===== src/rtl/mac_seq_ctrl.sv =====
// Sequencer that feeds operand beats into an external 16-bit MAC and returns one sum per job.
// Optional overflow saturation/flag is enabled with `define MAC_SEQ_CTRL_OVF_EN.
module mac_seq_ctrl #(
    parameter int unsigned LEN_W = 4
) (
    input  logic             clk,
    input  logic             reset_n,
    input  logic             start,
    input  logic [LEN_W-1:0] len,
    input  logic             in_valid,
    output logic             in_ready,
    input  logic [7:0]       in_a,
    input  logic [7:0]       in_b,
    output logic             mac_en,
    output logic [7:0]       mac_a,
    output logic [7:0]       mac_b,
    input  logic [15:0]      mac_c,
    output logic             res_valid,
    input  logic             res_ready,
    output logic [15:0]      res_data,
    output logic             res_ovf,
    output logic             busy
);

    localparam int unsigned CNT_W = LEN_W + 1;

    typedef enum logic [1:0] {
        IDLE   = 2'd0,
        RUN    = 2'd1,
        DRAIN  = 2'd2,
        RESULT = 2'd3
    } state_t;

    state_t           state;
    state_t           state_nxt;
    logic [CNT_W-1:0] cnt;
    logic             beat;
    logic             job_load;

    assign beat     = in_valid && (state == RUN);
    assign job_load = (state == IDLE) && start;

    always_ff @(posedge clk or negedge reset_n) begin
        if (!reset_n) begin
            state <= IDLE;
        end else begin
            state <= state_nxt;
        end
    end

    // Next state plus state-decoded handshake and MAC drive
    always_comb begin
        state_nxt = state;
        in_ready  = 1'b0;
        mac_en    = 1'b0;
        mac_a     = 8'h00;
        mac_b     = 8'h00;
        res_valid = 1'b0;
        busy      = 1'b1;
        case (state)
            IDLE: begin
                busy = 1'b0;
                if (start) begin
                    state_nxt = RUN;
                end
            end
            RUN: begin
                in_ready = 1'b1;
                mac_en   = 1'b1;
                if (in_valid) begin
                    mac_a = in_a;
                    mac_b = in_b;
                    if (cnt == CNT_W'(1)) begin
                        state_nxt = DRAIN;
                    end
                end
            end
            DRAIN: begin
                mac_en    = 1'b1;
                state_nxt = RESULT;
            end
            RESULT: begin
                res_valid = 1'b1;
                if (res_ready) begin
                    state_nxt = IDLE;
                end
            end
            default: state_nxt = IDLE;
        endcase
    end

    // Remaining-beat counter; len of zero means a full 2^LEN_W beats
    always_ff @(posedge clk or negedge reset_n) begin
        if (!reset_n) begin
            cnt <= '0;
        end else if (job_load) begin
            cnt <= (len == '0) ? {1'b1, {LEN_W{1'b0}}} : {1'b0, len};
        end else if (beat) begin
            cnt <= cnt - CNT_W'(1);
        end
    end

`ifdef MAC_SEQ_CTRL_OVF_EN
    logic [15:0] prev_sum;
    logic        ovf;
    logic        ovf_c;

    // A running sum that drops below its previous value has wrapped
    assign ovf_c = ovf || (mac_c < prev_sum);

    always_ff @(posedge clk or negedge reset_n) begin
        if (!reset_n) begin
            prev_sum <= '0;
            ovf      <= 1'b0;
        end else if (job_load) begin
            prev_sum <= '0;
            ovf      <= 1'b0;
        end else if ((state == RUN) || (state == DRAIN)) begin
            prev_sum <= mac_c;
            ovf      <= ovf_c;
        end
    end

    always_ff @(posedge clk or negedge reset_n) begin
        if (!reset_n) begin
            res_data <= '0;
            res_ovf  <= 1'b0;
        end else if (state == DRAIN) begin
            res_data <= ovf_c ? 16'hFFFF : mac_c;
            res_ovf  <= ovf_c;
        end else if ((state == RESULT) && res_ready) begin
            res_ovf  <= 1'b0;
        end
    end
`else
    assign res_ovf = 1'b0;

    always_ff @(posedge clk or negedge reset_n) begin
        if (!reset_n) begin
            res_data <= '0;
        end else if (state == DRAIN) begin
            res_data <= mac_c;
        end
    end
`endif

endmodule


===== config.mk =====
export PLATFORM = sky130hd
export DESIGN_NAME = mac_seq_ctrl
export DESIGN_NICKNAME = d
export VERILOG_FILES = /design/src/rtl/mac_seq_ctrl.sv
export SDC_FILE = /design/constraint.sdc
export NUM_CORES = 1
export LEC_CHECK = 0
export CAP_MARGIN = 25
export CORE_MARGIN = 8
export CORE_UTILIZATION = 33
export DETAILED_ROUTE_END_ITERATION = 16
export GPL_ROUTABILITY_DRIVEN = 0
export PLACE_DENSITY = 0.76
export SKIP_CTS_REPAIR_TIMING = 1
export SLEW_MARGIN = 20
export SYNTH_ARGS = -nofsm -noshare
export SYNTH_HDL_FRONTEND = slang
export SYNTH_SLANG_ARGS = --single-unit

===== constraint.sdc =====
create_clock -name clk -period 1.8 [get_ports clk]
set_clock_uncertainty 0.05 [all_clocks]
set_input_delay 0.54 -clock clk [delete_from_list [all_inputs] [get_ports clk]]
set_output_delay 0.54 -clock clk [all_outputs]
set_load 0.02 [all_outputs]

==> flow_summary.yaml <==
layout:
  fin_cells: 245
  nets: 246
  area_growth_pct: 92.3
  n_antenna_cell: 0
  mostFrequentLayoutCell: "clkdlybuf4s50_1"
  drive_gt1_frac: 0.421
  mostFrequentLayoutCells: "clkdlybuf4s50_1, buf_6, dfrtp_1"
cts:
  h-tree-depth: 1
  numCtsBuffers: 3
  cts_buffer_depth: 2
  cts_tree: "yes"
  insertion_delay_ps: 260
  cts_root_buf: "clkbuf_8"
  clock_sinks: 23
  clkTransAtPathRegs_ps: 80
timing:
  slew_viol_final: 0
  fmax_ghz: 0.525
  fin_ws_ps: -106
  finalSetupViolations: 17
  finalCriticalPeriod_ps: 1910
  post-route-period-util: 1.06
  hold_violations: 0
  rsz0062_at_grt: "yes"
hold_path:
  hold_path.class: "reg -> reg"
synthesis:
  syn-num-nets: 154
  synthesis.area_mm2: 0.00125
  synthDistinctLibCells: 31
  synth_edf_count: 0
  synth-main-ff-cell: "dfrtp_1"
  synthArstFlopShare: 1.00
  ys_ff_latch: 23
  syn_area_per_cell_um2: 11.8
  netlist_instances: 106
  synth_top_area_share: 0.462
  yosysTopAreaCell: "dfrtp_1"
  synth_area_leaders: "dfrtp_1, mux2_2, ha_1, and3_1, and3_2"
  yosysSeqAreaShare: 0.462
  ys_warn_count: 0
placed_design:
  hpwl_mm: 3.04
  io_buffer_count: 76
  place_inst: 236
floorplanning:
  die_h_um: 77.5
  dieArea_mm2: 0.00600
  num_io_pins: 78
  initial_core_util: 0.343
  rows: 22
  coreArea_mm2: 0.00363
  die_width_um: 77.5
routing:
  viasPerCell: 4.72
  wl_met2_mm: 1.91
  drt_iter0_markers: 17
  vias: 1157
  post_drt_wl_per_cell_um: 15.9
  wl_mm: 3.89
  wl_met1_mm: 1.45
  met3WireLength_um: 496
  maxUsedRoutingLayer: "met4"
  post-route-drc-count: 0
  ant_nets: 0
  drt-pass1-iter-count: 4
outcome:
  run_status: "finished, violations left"
  violations: "negative setup slack"
grt:
  overflow: 0
  grt_first_pass_wirelength_mm: 6.13
  grt_usage: 0.122
  grt_pass1_vias: 1324
  antenna_found_initial: 0
  grt_max_degree: 24
power_and_ir_drop:
  leakage_nw: 1.18
  total_power_mw: 3.70
  seq_power_share: 0.258
  ir_worst_vdd_uv: 854
  swShare: 0.381
  power_density_mw_per_mm2: 1540
  p_int_mw: 2.29
  clockPowerShare: 0.084
  switching_power_mw: 1.41
  p_comb_frac: 0.658
worst_setup_path:
  cp.arrival_ps: 1320
  path_cells: "inv_2 -> ha_4 -> buf_6 -> and3_4 -> buf_6"
  critPathSlowestCell: "dfrtp_1"
  endpoint_kind: "output port"
  worst-setup-path-type: "reg -> out"
  worst-path-max-fanout: 5
  crit_required_ps: 1210
  cpLargestDelayFamily: "flip-flops"
  start_kind: "register"
  max_stage_delay_ps: 390
  crit_top_cell: "buf_6"
  path_buf_inv: 3
job:
  drv_cap: 0
## cell families after synthesis
logic type | share of synthesized area
XOR/XNOR | 0.0141
other | 0.00301
AO/OA/AOI/OAI | 0.0613
flip-flops | 0.462
adder cells (fa/ha/maj) | 0.0703
multiplexers | 0.165
AND/OR/NAND/NOR | 0.175
buffers and inverters | 0.0502
## area by class of cell
| cell class | count | area, um^2 |
|---|---|---|
| fill | 296 | 1240 |
| timing repair buffer | 94 | 988 |
| multi-input combinational | 71 | 708 |
| sequential | 23 | 576 |
| tap | 48 | 60.1 |
| clock buffer | 4 | 45.0 |
| inverter | 5 | 18.8 |
## final timing paths
check	startpoint	end	slack (ps)	cells after the start
max in group asynchronous	reset_n	res_data[9]$_DFFE_PN0P_	880	2
setup / recovery	state[1]$_DFFE_PN0P_	mac_a[2]	-110	5
hold reg to reg	res_data[12]$_DFFE_PN0P_	res_data[12]$_DFFE_PN0P_	460	1
hold / removal	res_data[12]$_DFFE_PN0P_	res_data[12]$_DFFE_PN0P_	460	1
min in group asynchronous	reset_n	res_data[15]$_DFFE_PN0P_	590	2
setup reg to reg	state[0]$_DFFE_PN0P_	state[1]$_DFFE_PN0P_	-50	5
## stage by stage
| stage | setup slack [ps] | hold slack (ps) | cell area, um^2 | util | TNS, ps |
|---|---|---|---|---|---|
| finish | -106 | 456 | 2400 | 0.659 | -1610 |
| global placement | -725 | 439 | 2160 | 0.596 | -13870 |
| floorplan | -12.9 | 194 | 1280 | - | -103 |
| CTS | -760 | 465 | 2210 | 0.608 | -14800 |
| detailed placement | -758 | 445 | 2160 | 0.596 | -14690 |
| global route | -156 | 480 | 2400 | 0.659 | -2460 |
## metal layers
metal / vias to the layer above / global-route usage
met3: 4 / 0.0760
met5: - / 0
met2: 65 / 0.206
met4: 0 / 0.0453
met1: 537 / 0.120
li1: 551 / -
## worst register-to-register path, stage by stage, from the launching register on
cell and delay [ps]:
dfrtp_1 420, buf_4 150, ha_2 180, and2b_2 210, a2111oi_4 400, mux2_4 330
## registers in the layout (all words and copies together), names as in the netlist
name / cells
res_data: 16
cnt: 5
state: 2
## Yosys cell counts, types with 2 or more instances
cell type	count
a21oi_1	2
a31oi_1	3
and3_1	10
and3_2	6
buf_2	2
buf_4	2
clkbuf_1	2
dfrtp_1	23
ha_1	7
inv_1	5
mux2_2	16
nand2_1	3
nor2_1	6
or3_1	2
## power by group through the flow
stage	logic (mW)	clock network, mW	registers (mW)
2_1_floorplan	1.05	0	1.18
3_3_place_gp	2.22	0	0.947
3_5_place_dp	2.29	0	0.969
4_1_cts	2.30	0.325	0.964
5_1_grt	2.61	0.341	0.991
6_report	2.44	0.311	0.954
Note: power is estimated with default switching activity, not from simulation.
